`src/rtl/led_round_tracker.sv`:
```
`default_nettype none
// +----------------------------------------------------------------------+
// | Module      : led_round_tracker                                      |
// | Description : Round-progress timer. Fills a thermometer LED bar at a |
// |               difficulty-dependent rate, pulses a timeout when the   |
// |               bar is full and counts rounds passed (saturating).     |
// | Revision    : 1.0  initial release                                   |
// +----------------------------------------------------------------------+
module led_round_tracker #(
  parameter int TICK_DIV  = 5000000,  // Clk cycles per base tick
  parameter int NUM_LEDS  = 10,       // bar length / steps per round
  parameter int PERIOD_D0 = 10,       // ticks per step, difficulty 0
  parameter int PERIOD_D1 = 8,        // ticks per step, difficulty 1
  parameter int PERIOD_D2 = 6,        // ticks per step, difficulty 2
  parameter int PERIOD_D3 = 4         // ticks per step, difficulty 3
) (
  input  logic                Clk,
  input  logic                Reset,
  input  logic                NewGamePulse,
  input  logic                EnableGameElements,
  input  logic [1:0]          Difficulty,
  input  logic                CrashDetected,
  output logic                LEDTrackerTimeOut,
  output logic [NUM_LEDS-1:0] LEDs,
  output logic                RoundActive,
  output logic                StepPulse,
  output logic [3:0]          RoundsPassed
);

  // Counter widths: the prescaler must hold TICK_DIV-1, the step counter
  // must hold NUM_LEDS (it reaches NUM_LEDS on the final step).
  localparam int c_pre_w  = (TICK_DIV > 1) ? $clog2(TICK_DIV) : 1;
  localparam int c_step_w = $clog2(NUM_LEDS + 1);

  localparam logic [c_pre_w-1:0]  c_pre_last  = c_pre_w'(TICK_DIV - 1);
  localparam logic [c_step_w-1:0] c_step_last = c_step_w'(NUM_LEDS - 1);
  localparam logic [3:0]          c_rounds_max = 4'd15;

  typedef enum logic [1:0] {
    ST_IDLE = 2'd0,
    ST_RUN  = 2'd1,
    ST_DONE = 2'd2
  } state_t;

  state_t                state_q,      state_d;
  logic [c_pre_w-1:0]    prescale_q,   prescale_d;
  logic [3:0]            tick_cnt_q,   tick_cnt_d;
  logic [c_step_w-1:0]   step_cnt_q,   step_cnt_d;
  logic [3:0]            period_q,     period_d;
  logic [NUM_LEDS-1:0]   leds_q,       leds_d;
  logic                  timeout_q,    timeout_d;
  logic                  active_q,     active_d;
  logic                  step_seen_q,  step_seen_d;
  logic                  step_pulse_q, step_pulse_d;
  logic [3:0]            rounds_q,     rounds_d;

  logic                  w_tick;
  logic                  w_step;

  // Ticks per LED step for a given difficulty; latched at round start.
  function automatic logic [3:0] period_for(input logic [1:0] diff);
    logic [3:0] p;
    case (diff)
      2'd0:    p = 4'(PERIOD_D0);
      2'd1:    p = 4'(PERIOD_D1);
      2'd2:    p = 4'(PERIOD_D2);
      default: p = 4'(PERIOD_D3);
    endcase
    return p;
  endfunction

  // Base tick and LED step strobes, only meaningful while running.
  assign w_tick = (state_q == ST_RUN) && (prescale_q == c_pre_last);
  assign w_step = w_tick && (tick_cnt_q == (period_q - 4'd1));

  // Next-state and next-output logic; NewGamePulse overrides everything.
  always_comb begin
    state_d      = state_q;
    prescale_d   = prescale_q;
    tick_cnt_d   = tick_cnt_q;
    step_cnt_d   = step_cnt_q;
    period_d     = period_q;
    leds_d       = leds_q;
    rounds_d     = rounds_q;
    timeout_d    = 1'b0;
    step_seen_d  = 1'b0;
    // StepPulse trails the LED advance by one cycle.
    step_pulse_d = step_seen_q;

    if (NewGamePulse) begin
      state_d      = ST_IDLE;
      prescale_d   = '0;
      tick_cnt_d   = '0;
      step_cnt_d   = '0;
      leds_d       = '0;
      rounds_d     = '0;
      step_pulse_d = 1'b0;
    end else begin
      case (state_q)
        ST_IDLE: begin
          leds_d     = '0;
          prescale_d = '0;
          tick_cnt_d = '0;
          step_cnt_d = '0;
          if (EnableGameElements) begin
            state_d  = ST_RUN;
            period_d = period_for(Difficulty);
          end
        end

        ST_RUN: begin
          if (CrashDetected) begin
            // Crash wins over a coincident step: LEDs keep their value.
            state_d = ST_DONE;
          end else if (!EnableGameElements) begin
            state_d    = ST_IDLE;
            leds_d     = '0;
            prescale_d = '0;
            tick_cnt_d = '0;
            step_cnt_d = '0;
          end else begin
            prescale_d = w_tick ? '0 : (prescale_q + 1'b1);
            if (w_step) begin
              tick_cnt_d  = '0;
              step_cnt_d  = step_cnt_q + 1'b1;
              leds_d      = {leds_q[NUM_LEDS-2:0], 1'b1};
              step_seen_d = 1'b1;
              if (step_cnt_q == c_step_last) begin
                timeout_d = 1'b1;
                rounds_d  = (rounds_q == c_rounds_max) ? rounds_q
                                                       : (rounds_q + 4'd1);
                state_d   = ST_DONE;
              end
            end else if (w_tick) begin
              tick_cnt_d = tick_cnt_q + 4'd1;
            end
          end
        end

        ST_DONE: begin
          if (!EnableGameElements) begin
            state_d    = ST_IDLE;
            leds_d     = '0;
            prescale_d = '0;
            tick_cnt_d = '0;
            step_cnt_d = '0;
          end
        end

        default: begin
          state_d = ST_IDLE;
          leds_d  = '0;
        end
      endcase
    end

    active_d = (state_d == ST_RUN);
  end

  // State and output registers with synchronous active-low reset.
  always_ff @(posedge Clk) begin
    if (!Reset) begin
      state_q      <= ST_IDLE;
      prescale_q   <= '0;
      tick_cnt_q   <= '0;
      step_cnt_q   <= '0;
      period_q     <= 4'(PERIOD_D0);
      leds_q       <= '0;
      timeout_q    <= 1'b0;
      active_q     <= 1'b0;
      step_seen_q  <= 1'b0;
      step_pulse_q <= 1'b0;
      rounds_q     <= '0;
    end else begin
      state_q      <= state_d;
      prescale_q   <= prescale_d;
      tick_cnt_q   <= tick_cnt_d;
      step_cnt_q   <= step_cnt_d;
      period_q     <= period_d;
      leds_q       <= leds_d;
      timeout_q    <= timeout_d;
      active_q     <= active_d;
      step_seen_q  <= step_seen_d;
      step_pulse_q <= step_pulse_d;
      rounds_q     <= rounds_d;
    end
  end

  assign LEDTrackerTimeOut = timeout_q;
  assign LEDs              = leds_q;
  assign RoundActive       = active_q;
  assign StepPulse         = step_pulse_q;
  assign RoundsPassed      = rounds_q;

endmodule
`default_nettype wire

```
`config.mk`:
```
export PLATFORM = sky130hd
export DESIGN_NAME = led_round_tracker
export DESIGN_NICKNAME = d
export VERILOG_FILES = /design/src/rtl/led_round_tracker.sv
export SDC_FILE = /design/constraint.sdc
export NUM_CORES = 1
export LEC_CHECK = 0
export ABC_AREA = 0
export CORE_MARGIN = 10
export CORE_UTILIZATION = 62
export DETAILED_ROUTE_END_ITERATION = 16
export GPL_ROUTABILITY_DRIVEN = 0
export HOLD_SLACK_MARGIN = 0.03
export PLACE_DENSITY_LB_ADDON = 0.12
export SYNTH_ARGS = -nofsm -noshare
export SYNTH_HDL_FRONTEND = slang
export SYNTH_SLANG_ARGS = --single-unit
```
`constraint.sdc`:
```
create_clock -name Clk -period 5.7 [get_ports Clk]
set_clock_uncertainty 0.2 [all_clocks]
set_input_delay 1.425 -clock Clk [delete_from_list [all_inputs] [get_ports Clk]]
set_output_delay 1.425 -clock Clk [all_outputs]
set_load 0.1 [all_outputs]
```
==> Flow_metrics.wiki, run 1 <==
{| class="wikitable"
! Metric !! Value
|-
| Count of antenna diodes in the layout || 0
|-
| Share of final-layout standard cells stronger than drive strength 1 || 0.0855
|-
| Half-perimeter wire length after detailed placement || 4320 um
|-
| Highest attainable clock frequency || 273 MHz
|-
| Number of hold-repair buffers added at the cts stage || 0
|-
| Count of nets left with antenna violations after detail routing || 0
|-
| Final setup fails || 0
|-
| Number of warnings issued by yosys || 0
|-
| Remaining global-route overflow || 0
|-
| Total number of vias || 2413
|-
| Peak supply drop || 116 uV
|-
| Final number of hold-violating endpoints || 0
|-
| Peak per-stage delay on the critical path || 890 ps
|-
| # clock sinks || 54
|-
| Outcome || finished clean
|-
| Leakage power total || 1.02 nW
|-
| Startpoint kind of the worst setup timing path || input port
|-
| Width of the die || 87.5 um
|-
| Synthesized flop and latch total || 54
|-
| Post-layout nets || 351
|-
| Required time of the worst setup path || 5660 ps
|-
| CP Capture Type || flop
|-
| Standard cell core area || 4380 um2
|-
| IO buf count || 23
|-
| Period Utilization, post-route || 0.643
|-
| Wirelength, routed || 6070 um
|-
| Number of standard cells after synthesis || 322
|-
| Violation count after the first detailed-routing iteration || 185
|-
| Minimum clock period after layout || 3670 ps
|-
| Crit-path leading delay family || compound AO/OA/AOI/OAI gates
|-
| Post-Route Utilization || 0.720
|-
| Clock Latency Late Sink || 310 ps
|-
| Number of global-route vias before repair || 2250
|-
| Worst rel slew slack || 0.342
|-
| Post-synthesis average cell area || 8.78 um2
|-
| Slew at the pin with the worst max-slew slack || 984 ps
|-
| Maximum buffer depth of the clock tree || 2
|-
| Vias per cell || 6.17
|-
| DIE AREA || 7660 um2
|-
| Height of the die || 87.5 um
|-
| Most used DFF post-synth || dfxtp_1
|-
| Post-cts gate resize count || 0
|-
| Initial Util || 0.645
|-
| Initial antenna violation count || 0
|-
| Setup repair after global routing missed its margin || no
|-
| Detailed Routing Iterations Pass 1 || 4
|-
| Row Count || 24
|-
| Ranking of synthesized cells by area || dfxtp_1 38%, xnor2_1 5.3%, nor2_1 4.2%, nand2_1 4.0%, nand4_1 3.3%
|-
| Global-route usage over all layers || 0.170
|-
| Syn-to-layout area delta || 11.7%
|-
| Maximum number of pins on one net before global-route repair || 27
|-
| Ys async rst share || 0
|-
| H-tree lvl count || 2
|-
| Synthesized net count || 335
|-
| CTS tree || yes
|-
| Endpoint arrival time on the critical path || 3630 ps
|-
| Number of buffer and inverter instances along the worst setup path || 1
|-
| Routed wire length per instance || 15.5 um
|-
| Post-detailed-route DRC marker count || 0
|-
| Buffer count from post-CTS setup fixing || 0
|-
| Clock-pin slew reported for the worst setup and hold paths after clock tree synthesis || 100 ps
|-
| Number of non-filler instances in the completed layout || 391
|-
| Ratio of total power to cell area || 200 nW/um2
|-
| Post-synth EDFFs || 0
|-
| First-pass GRT wire length || 10900 um
|-
| Netlist cell types || 58
|-
| Buffer cell driving the clock tree root || clkbuf_8
|-
| Summed instance area of the synthesized netlist || 2830 um2
|-
| Library cell with the largest summed area after synthesis || dfxtp_1
|-
| Total negative setup slack || 0 ps
|-
| Sequential fraction of the synthesis area || 0.382
|-
| Fillers || 369
|-
| Worst Setup Path Type || in2reg
|-
| Area share of the largest cell type after synthesis || 0.382
|-
| Ordered list of cells on the worst path || clkdlybuf4s50_1 > o21ai_2 > nand2_1 > a2bb2oi_2 > nor2_1
|-
| Number of pins with negative max-slew slack in the final report || 0
|-
| Worst min path class || reg2reg
|-
| Number of max-cap violations || 0
|-
| Highest-delay cell along the critical path || a2bb2oi_2
|-
| Cell with the most instances after synthesis || dfxtp_1
|-
| CTS buffer count || 5
|-
| Ranking of synthesized cells by instance count || 54 x dfxtp_1, 32 x nor2_1, 30 x nand2_1
|-
| Maximum fanout encountered on the critical timing path || 22
|-
| IO Pins || 24
|-
| Worst hold margin || 232 ps
|-
| Placed Cells || 383
|}
[placed cells by master (no fill, tap or decap), types with 2 or more instances in the layout]
master / n
and3b_1: 3
clkbuf_8: 6
nor4_4: 2
a211oi_1: 4
a21oi_1: 10
xnor2_1: 17
nand3_2: 2
nand3_1: 15
mux2i_1: 3
xor2_1: 5
o21ai_0: 6
nor2b_1: 2
o31ai_1: 2
and4_1: 4
inv_1: 12
buf_4: 2
nor4bb_1: 2
dfxtp_1: 54
or4_1: 2
nor2_1: 32
clkdlybuf4s50_1: 23
nor4b_1: 4
nand2_1: 30
nand4_2: 3
or3_1: 12
a21o_1: 2
nand2b_1: 3
nand4_1: 15
ha_1: 6
o211ai_1: 10
a31oi_1: 3
nor3_1: 10
and2_1: 2
and3_1: 2
nor4_1: 4
[routing by layer]
metal  part of all wire  track usage
met1               0.45        0.214
met2               0.48        0.278
met3              0.053       0.0440
met4              0.014       0.0551
met5                  0            0
[power by group]
part	total (mW)	internal, mW	switching, mW
Sequential	0.381	0.379	0.00229
Clock	0.218	0.0982	0.120
Combinational	0.0308	0.0112	0.0196
[metrics by stage]
stage	total power [mW]	cell area (um2)	setup WS (ps)
floorplan	0.410	2830	2900
global placement	0.420	3070	1770
detailed placement	0.421	3070	1730
CTS	0.635	3160	2050
global route	0.656	3160	1820
finish	0.630	3160	2030
[area by class of cell]
cell class / count / area, um2 / area share
clock buffer: 7 / 86.3 / 0.0273
clock inverter: 1 / 5.00 / 0.00159
inverter: 12 / 45.0 / 0.0143
multi-input combinational: 240 / 1630 / 0.516
sequential: 54 / 1080 / 0.342
tap: 52 / 65.1 / 0.0206
timing repair buffer: 25 / 245 / 0.0777
[cell families after synthesis]
kind of cell | share of synthesized area
buffers and inverters | 0.0421
DFF | 0.382
adders and majority gates | 0.0266
and+or+nand+nor | 0.340
AOI/OAI and AO/OA | 0.123
muxes | 0.0106
xor gates and xnor gates | 0.0761
[flip-flops by register name, summed over array words and instances (netlist names)]
name / count
period_q: 3
tick_cnt_q: 4
step_seen_q: 1
LEDs: 10
step_cnt_q: 4
RoundActive: 1
LEDTrackerTimeOut: 1
state_q: 2
RoundsPassed: 4
prescale_q: 23
StepPulse: 1
[worst paths after layout]
path                 startpoint       endpoint  slack, ps  cells after the start
hold / removal      step_seen_q      StepPulse        230                      1
setup / recovery  CrashDetected  prescale_q[8]       2030                      5
setup reg to reg  prescale_q[0]  prescale_q[8]       3150                      6
hold reg to reg     step_seen_q      StepPulse        230                      1
Power figures use the tool's default switching activity.
==> inputs of run 2 (changes only) <==
- CORE_UTILIZATION: 62 -> 52
- clock period: 5.7 -> 3.1 ns (I/O delays scaled with it)
==> Flow_metrics.wiki, run 2 (synthesized netlist as in run 1, its figures left out) <==
{| class="wikitable"
! Metric !! Value
|-
| Initial antenna violation count || 0 (unchanged)
|-
| Seq pwr share || 0.610 (was 0.605)
|-
| Startpoint of the lowest-slack hold path || step_seen_q (unchanged)
|-
| Number of cells traversed by the worst register-to-register path || 7 (was 6)
|-
| Violation count after the first detailed-routing iteration || 171 (was 185)
|-
| Post-layout nets || 360 (was 351)
|-
| Number of pins with negative max-slew slack in the final report || 0 (unchanged)
|-
| Slew at the pin with the worst max-slew slack || 523 ps (was 984 ps)
|-
| Met1 capacity usage during global routing || 0.188 (was 0.214)
|-
| Worst Setup Path Type || in2reg (unchanged)
|-
| Remaining global-route overflow || 0 (unchanged)
|-
| Wirelength, routed || 6110 um (was 6070 um)
|-
| Number of max-cap violations || 0 (unchanged)
|-
| Global-route usage over all layers || 0.144 (was 0.170)
|-
| Width of the die || 93.7 um (was 87.5 um)
|-
| R2r startpoint || period_q[1] (was prescale_q[0])
|-
| CP Capture Type || flop (unchanged)
|-
| Worst rel slew slack || 0.650 (was 0.342)
|-
| Highest attainable clock frequency || 411 MHz
|-
| Internal power of the cells || 0.894 mW (was 0.488 mW)
|-
| Count of antenna diodes in the layout || 0 (unchanged)
|-
| H-tree lvl count || 2 (unchanged)
|-
| Share of final-layout standard cells stronger than drive strength 1 || 0.156 (was 0.0855)
|-
| Total negative setup slack || 0 ps (unchanged)
|-
| Switching component of the power || 0.255 mW (was 0.142 mW)
|-
| Worst min path class || reg2reg (unchanged)
|-
| Post-detailed-route DRC marker count || 0 (unchanged)
|-
| Initial Util || 0.543 (was 0.645)
|-
| Buffer cell driving the clock tree root || clkbuf_8 (unchanged)
|-
| IO buf count || 23 (unchanged)
|-
| Number of hold-repair buffers added at the cts stage || 0 (unchanged)
|-
| Routed wire length per instance || 14.7 um (was 15.5 um)
|-
| Final setup fails || 0 (unchanged)
|-
| Register with the highest flop count || prescale_q (unchanged)
|-
| Clock-pin slew reported for the worst setup and hold paths after clock tree synthesis || 90 ps (was 100 ps)
|-
| Period Utilization, post-route || 0.784
|-
| Fillers || 481 (was 369)
|-
| Final number of hold-violating endpoints || 0 (unchanged)
|-
| Total number of vias || 2395 (was 2413)
|-
| Startpoint kind of the worst setup timing path || input port (unchanged)
|-
| Peak supply drop || 202 uV (was 116 uV)
|-
| Most used routing layer in global routing || met2 (unchanged)
|-
| Standard cell core area || 5200 um2 (was 4380 um2)
|-
| Count of nets left with antenna violations after detail routing || 0 (unchanged)
|-
| Portion of total power attributed to the clock network || 0.336 (was 0.346)
|-
| Required time of the worst setup path || 3100 ps (was 5660 ps)
|-
| Clock Latency Late Sink || 300 ps (was 310 ps)
|-
| Maximum number of pins on one net before global-route repair || 23 (was 27)
|-
| Number of global-route vias before repair || 2254 (was 2250)
|-
| # clock sinks || 54 (unchanged)
|-
| Ratio of total power to cell area || 360 nW/um2 (was 200 nW/um2)
|-
| Outcome || finished clean (unchanged)
|-
| Height of the die || 93.7 um (was 87.5 um)
|-
| Net switching share of the total power || 0.222 (was 0.225)
|-
| IO Pins || 24 (unchanged)
|-
| Register-to-register setup slack || 750 ps (was 3150 ps)
|-
| Minimum clock period after layout || 2430 ps
|-
| Flip-flop count of the largest register, all copies and words added || 23 (unchanged)
|-
| Hold worst-path end || StepPulse (unchanged)
|-
| Most frequent standard cell in the layout excluding fill and tap cells || dfxtp_1 (unchanged)
|-
| DIE AREA || 8780 um2 (was 7660 um2)
|-
| Hold Crit Depth || 1 (unchanged)
|-
| Maximum fanout encountered on the critical timing path || 7 (was 22)
|-
| Half-perimeter wire length after detailed placement || 4440 um (was 4320 um)
|-
| Vias per cell || 5.76 (was 6.17)
|-
| Met2 demand-to-capacity share in global routing || 0.225 (was 0.278)
|-
| Endpoint arrival time on the critical path || 2440 ps (was 3630 ps)
|-
| CTS buffer count || 5 (unchanged)
|-
| Maximum buffer depth of the clock tree || 2 (unchanged)
|-
| Combinational share of power || 0.054 (was 0.049)
|-
| Post-layout instance area || 3200 um2 (was 3160 um2)
|-
| Placed standard-cell area || 3110 um2 (was 3070 um2)
|-
| Commonest non-fill, non-tap cells in the layout || 54 x dfxtp_1, 32 x nor2_1, 30 x nand2_1 (unchanged)
|-
| Post-cts gate resize count || 0 (unchanged)
|-
| Syn-to-layout area delta || 13.1% (was 11.7%)
|-
| Leakage power total || 1.10 nW (was 1.02 nW)
|-
| Buffer count from post-CTS setup fixing || 0 (unchanged)
|-
| Detailed Routing Iterations Pass 1 || 4 (unchanged)
|-
| Met3 layer usage reported by global route || 0.0352 (was 0.0440)
|-
| Endpoint of the worst-slack reg-to-reg timing path || step_cnt_q[1] (was prescale_q[8])
|-
| Sum of internal, switching and leakage power || 1.15 mW (was 0.630 mW)
|-
| Row Count || 26 (was 24)
|-
| First-pass GRT wire length || 10500 um (was 10900 um)
|-
| Setup repair after global routing missed its margin || no (unchanged)
|-
| CTS tree || yes (unchanged)
|}
run 2: worst max-delay path: stages:
cell,delay (ps)
clkdlybuf4s50_1,600
and3b_1,300
nand3_1,140
nor4_4,340
mux2i_1,230
nor2_1,50
run 2: final cells by class:
type,count,area [um2],area share
clock buffer,6,82.6,0.0258
timing repair buffer,34,270,0.0846
inverter,12,45.0,0.0141
tap,70,87.6,0.0274
multi-input combinational,240,1630,0.510
sequential,54,1080,0.338
run 2: worst max path at each step:
stage                     slack, ps         endpoint  depth (start not counted)                from
after global routing            540   prescale_q[18]                          6  EnableGameElements
after global placement          380  RoundsPassed[1]                          6  EnableGameElements
after CTS                       670   prescale_q[19]                          6  EnableGameElements
final                           670  RoundsPassed[1]                          6  EnableGameElements
after detailed placement        340   prescale_q[19]                          6  EnableGameElements
after floorplan                 880  RoundsPassed[1]                          6     RoundsPassed[0]
run 2: stage by stage:
step	utilization	std cells	worst slack [ps]	hold slack [ps]
after floorplan	-	322	883	206
after global placement	0.598	410	377	211
after detailed placement	0.598	410	341	226
after CTS	0.614	416	672	247
after global routing	0.614	416	537	271
final	0.614	416	668	239
run 2: layer usage:
layer / vias to the layer above / wire, um
met1: 1135 / 3010
met5: - / 0
li1: 1214 / -
met3: 9 / 220
met2: 37 / 2800
met4: 0 / 79
run 2: power groups by stage:
| stage | clock network [mW] | logic, mW | registers, mW |
|---|---|---|---|
| floorplan | 0 | 0.0349 | 0.719 |
| global placement | 0 | 0.0608 | 0.717 |
| detailed placement | 0 | 0.0616 | 0.717 |
| CTS | 0.401 | 0.0619 | 0.701 |
| global route | 0.428 | 0.0674 | 0.702 |
| finish | 0.387 | 0.0615 | 0.701 |
==> inputs of run 3 (changes only) <==
- clock period: 3.1 -> 2.1 ns (I/O delays scaled with it)
==> Flow_metrics.wiki, run 3 (synthesized netlist as in run 1, its figures left out) <==
{| class="wikitable"
! Metric !! Value
|-
| Flip-flop and latch area || 1090 um2 (was 1080 um2)
|-
| Initial Util || 0.543 (unchanged)
|-
| Final number of hold-violating endpoints || 0 (unchanged)
|-
| DIE AREA || 8780 um2 (unchanged)
|-
| Row Count || 26 (unchanged)
|-
| Endpoint arrival time on the critical path || 2070 ps (was 2440 ps)
|-
| Ratio of total power to cell area || 462 nW/um2 (was 360 nW/um2)
|-
| Most frequent standard cell in the layout excluding fill and tap cells || dfxtp_1 (unchanged)
|-
| Number of pins with negative max-slew slack in the final report || 0 (unchanged)
|-
| Width of the die || 93.7 um (unchanged)
|-
| Remaining global-route overflow || 0 (unchanged)
|-
| Post-layout nets || 392 (was 360)
|-
| Required time of the worst setup path || 2090 ps (was 3100 ps)
|-
| Outcome || finished clean (unchanged)
|-
| Worst rel slew slack || 0.739 (was 0.650)
|-
| Worst Setup Path Type || reg2reg (was in2reg)
|-
| Placed Cells || 439 (was 410)
|-
| Minimum clock period after layout || 2080 ps
|-
| Register with the highest flop count || prescale_q (unchanged)
|-
| CTS tree || yes (unchanged)
|-
| Half-perimeter wire length after detailed placement || 5040 um (was 4440 um)
|-
| Number of max-cap violations || 0 (unchanged)
|-
| H-tree lvl count || 2 (unchanged)
|-
| Period Utilization, post-route || 0.990
|-
| Clock-pin slew reported for the worst setup and hold paths after clock tree synthesis || 90 ps (about the same)
|-
| Count of nets left with antenna violations after detail routing || 0 (unchanged)
|-
| Final worst slack || 21.6 ps (was 668 ps)
|-
| Fillers || 372 (was 481)
|-
| Routed wire length per instance || 16.0 um (was 14.7 um)
|-
| Number of non-filler instances in the completed layout || 450 (was 416)
|-
| Clock Latency Late Sink || 310 ps (was 300 ps)
|-
| Minimum setup slack after placement || -325 ps (was 341 ps)
|-
| First-pass GRT wire length || 11900 um (was 10500 um)
|-
| Wirelength, routed || 7220 um (was 6110 um)
|-
| Placed standard-cell area || 3580 um2 (was 3110 um2)
|-
| Syn-to-layout area delta || 34.8% (was 13.1%)
|-
| Vias per cell || 5.69 (was 5.76)
|-
| Post-detailed-route DRC marker count || 0 (unchanged)
|-
| Leakage power total || 1.32 nW (was 1.10 nW)
|-
| Global-route usage over all layers || 0.165 (was 0.144)
|-
| Flip-flop count of the largest register, all copies and words added || 23 (unchanged)
|-
| Share of final-layout standard cells stronger than drive strength 1 || 0.295 (was 0.156)
|-
| Post-layout instance area || 3810 um2 (was 3200 um2)
|-
| Initial antenna violation count || 0 (unchanged)
|-
| Maximum number of pins on one net before global-route repair || 26 (was 23)
|-
| Number of global-route vias before repair || 2456 (was 2254)
|-
| Maximum fanout encountered on the critical timing path || 22 (was 7)
|-
| Startpoint kind of the worst setup timing path || flop (was input port)
|-
| Detailed Routing Iterations Pass 1 || 4 (unchanged)
|-
| Standard cell core area || 5200 um2 (unchanged)
|-
| Final setup fails || 0 (unchanged)
|-
| # clock sinks || 54 (unchanged)
|-
| Highest attainable clock frequency || 481 MHz
|-
| Commonest non-fill, non-tap cells in the layout || 48 x dfxtp_1, 39 x buf_4, 32 x nor2_1 (was 54 x dfxtp_1, 32 x nor2_1, 30 x nand2_1)
|-
| Worst min path class || reg2reg (unchanged)
|-
| Peak supply drop || 332 uV (was 202 uV)
|-
| Slew at the pin with the worst max-slew slack || 386 ps (was 523 ps)
|-
| Area occupied by multi-input gates || 1730 um2 (was 1630 um2)
|-
| Height of the die || 93.7 um (unchanged)
|-
| Buffer cell driving the clock tree root || clkbuf_8 (unchanged)
|-
| Setup repair after global routing missed its margin || yes (was no)
|-
| Maximum buffer depth of the clock tree || 2 (unchanged)
|-
| CP Capture Type || flop (unchanged)
|-
| Count of antenna diodes in the layout || 0 (unchanged)
|-
| IO Pins || 24 (unchanged)
|-
| IO buf count || 23 (unchanged)
|-
| Total number of vias || 2560 (was 2395)
|-
| CTS buffer count || 5 (unchanged)
|-
| Violation count after the first detailed-routing iteration || 133 (was 171)
|}
[run 3: changes by cell type in the layout (fill, tap and decap cells not counted), sizes merged]
cell	previous run	this run
clkdlybuf4s50	6	4
buf	28	60
clkinv	0	1
dlymetal6s2s	0	2
clkbuf	6	7
[run 3: what timing repair did]
item	CTS	global route
hold buffers	0	0
buffers inserted	0	3
gates resized for setup	2	25
pin swaps	1	8
setup endpoints to repair	2	48
[run 3: through the flow]
stage | total power [mW] | setup TNS, ps | utilization | hold WS [ps]
CTS | 1.76 | 0 | 0.708 | 251
global route | 1.83 | -139 | 0.732 | 265
detailed placement | 1.17 | -9360 | 0.688 | 224
finish | 1.76 | 0 | 0.732 | 248
global placement | 1.17 | -7460 | 0.688 | 212
floorplan | 1.11 | 0 | - | 206
[run 3: final timing paths]
| check | slack [ps] | cells after the start | start | endpoint |
|---|---|---|---|---|
| hold reg to reg | 250 | 1 | step_seen_q | StepPulse |
| setup reg to reg | 20 | 7 | prescale_q[1] | prescale_q[11] |
| hold / removal | 250 | 1 | step_seen_q | StepPulse |
| setup / recovery | 20 | 7 | prescale_q[1] | prescale_q[11] |
[run 3: worst max-delay path, cell delays in order (launching register included)]
cell,delay (ps)
dfxtp_2,340
ha_2,200
and4bb_2,290
nand3_2,180
nor2_1,280
a2bb2oi_2,210
buf_12,180
a211oi_1,70
[run 3: per-layer routing]
| layer | share of wire | global-route usage | routed length (um) |
|---|---|---|---|
| met2 | 0.48 | 0.254 | 3430 |
| met4 | 0.020 | 0.0709 | 142 |
| met3 | 0.034 | 0.0400 | 244 |
| met1 | 0.47 | 0.215 | 3400 |
| met5 | 0 | 0 | 0 |
[run 3: cell type report]
type,instances,share of cell area
well taps,70,0.0230
inverters,12,0.0118
repair buffers,66,0.202
multi-input cells,240,0.454
flip-flops and latches,54,0.286
clock buffers,7,0.0227
clock inverters,1,0.00131
[run 3: report_power, final]
part | internal [mW] | switching, mW | total, mW
combinational | 0.0566 | 0.0662 | 0.123
sequential | 1.03 | 0.00417 | 1.03
clock | 0.267 | 0.339 | 0.606
total | 1.35 | 0.409 | 1.76
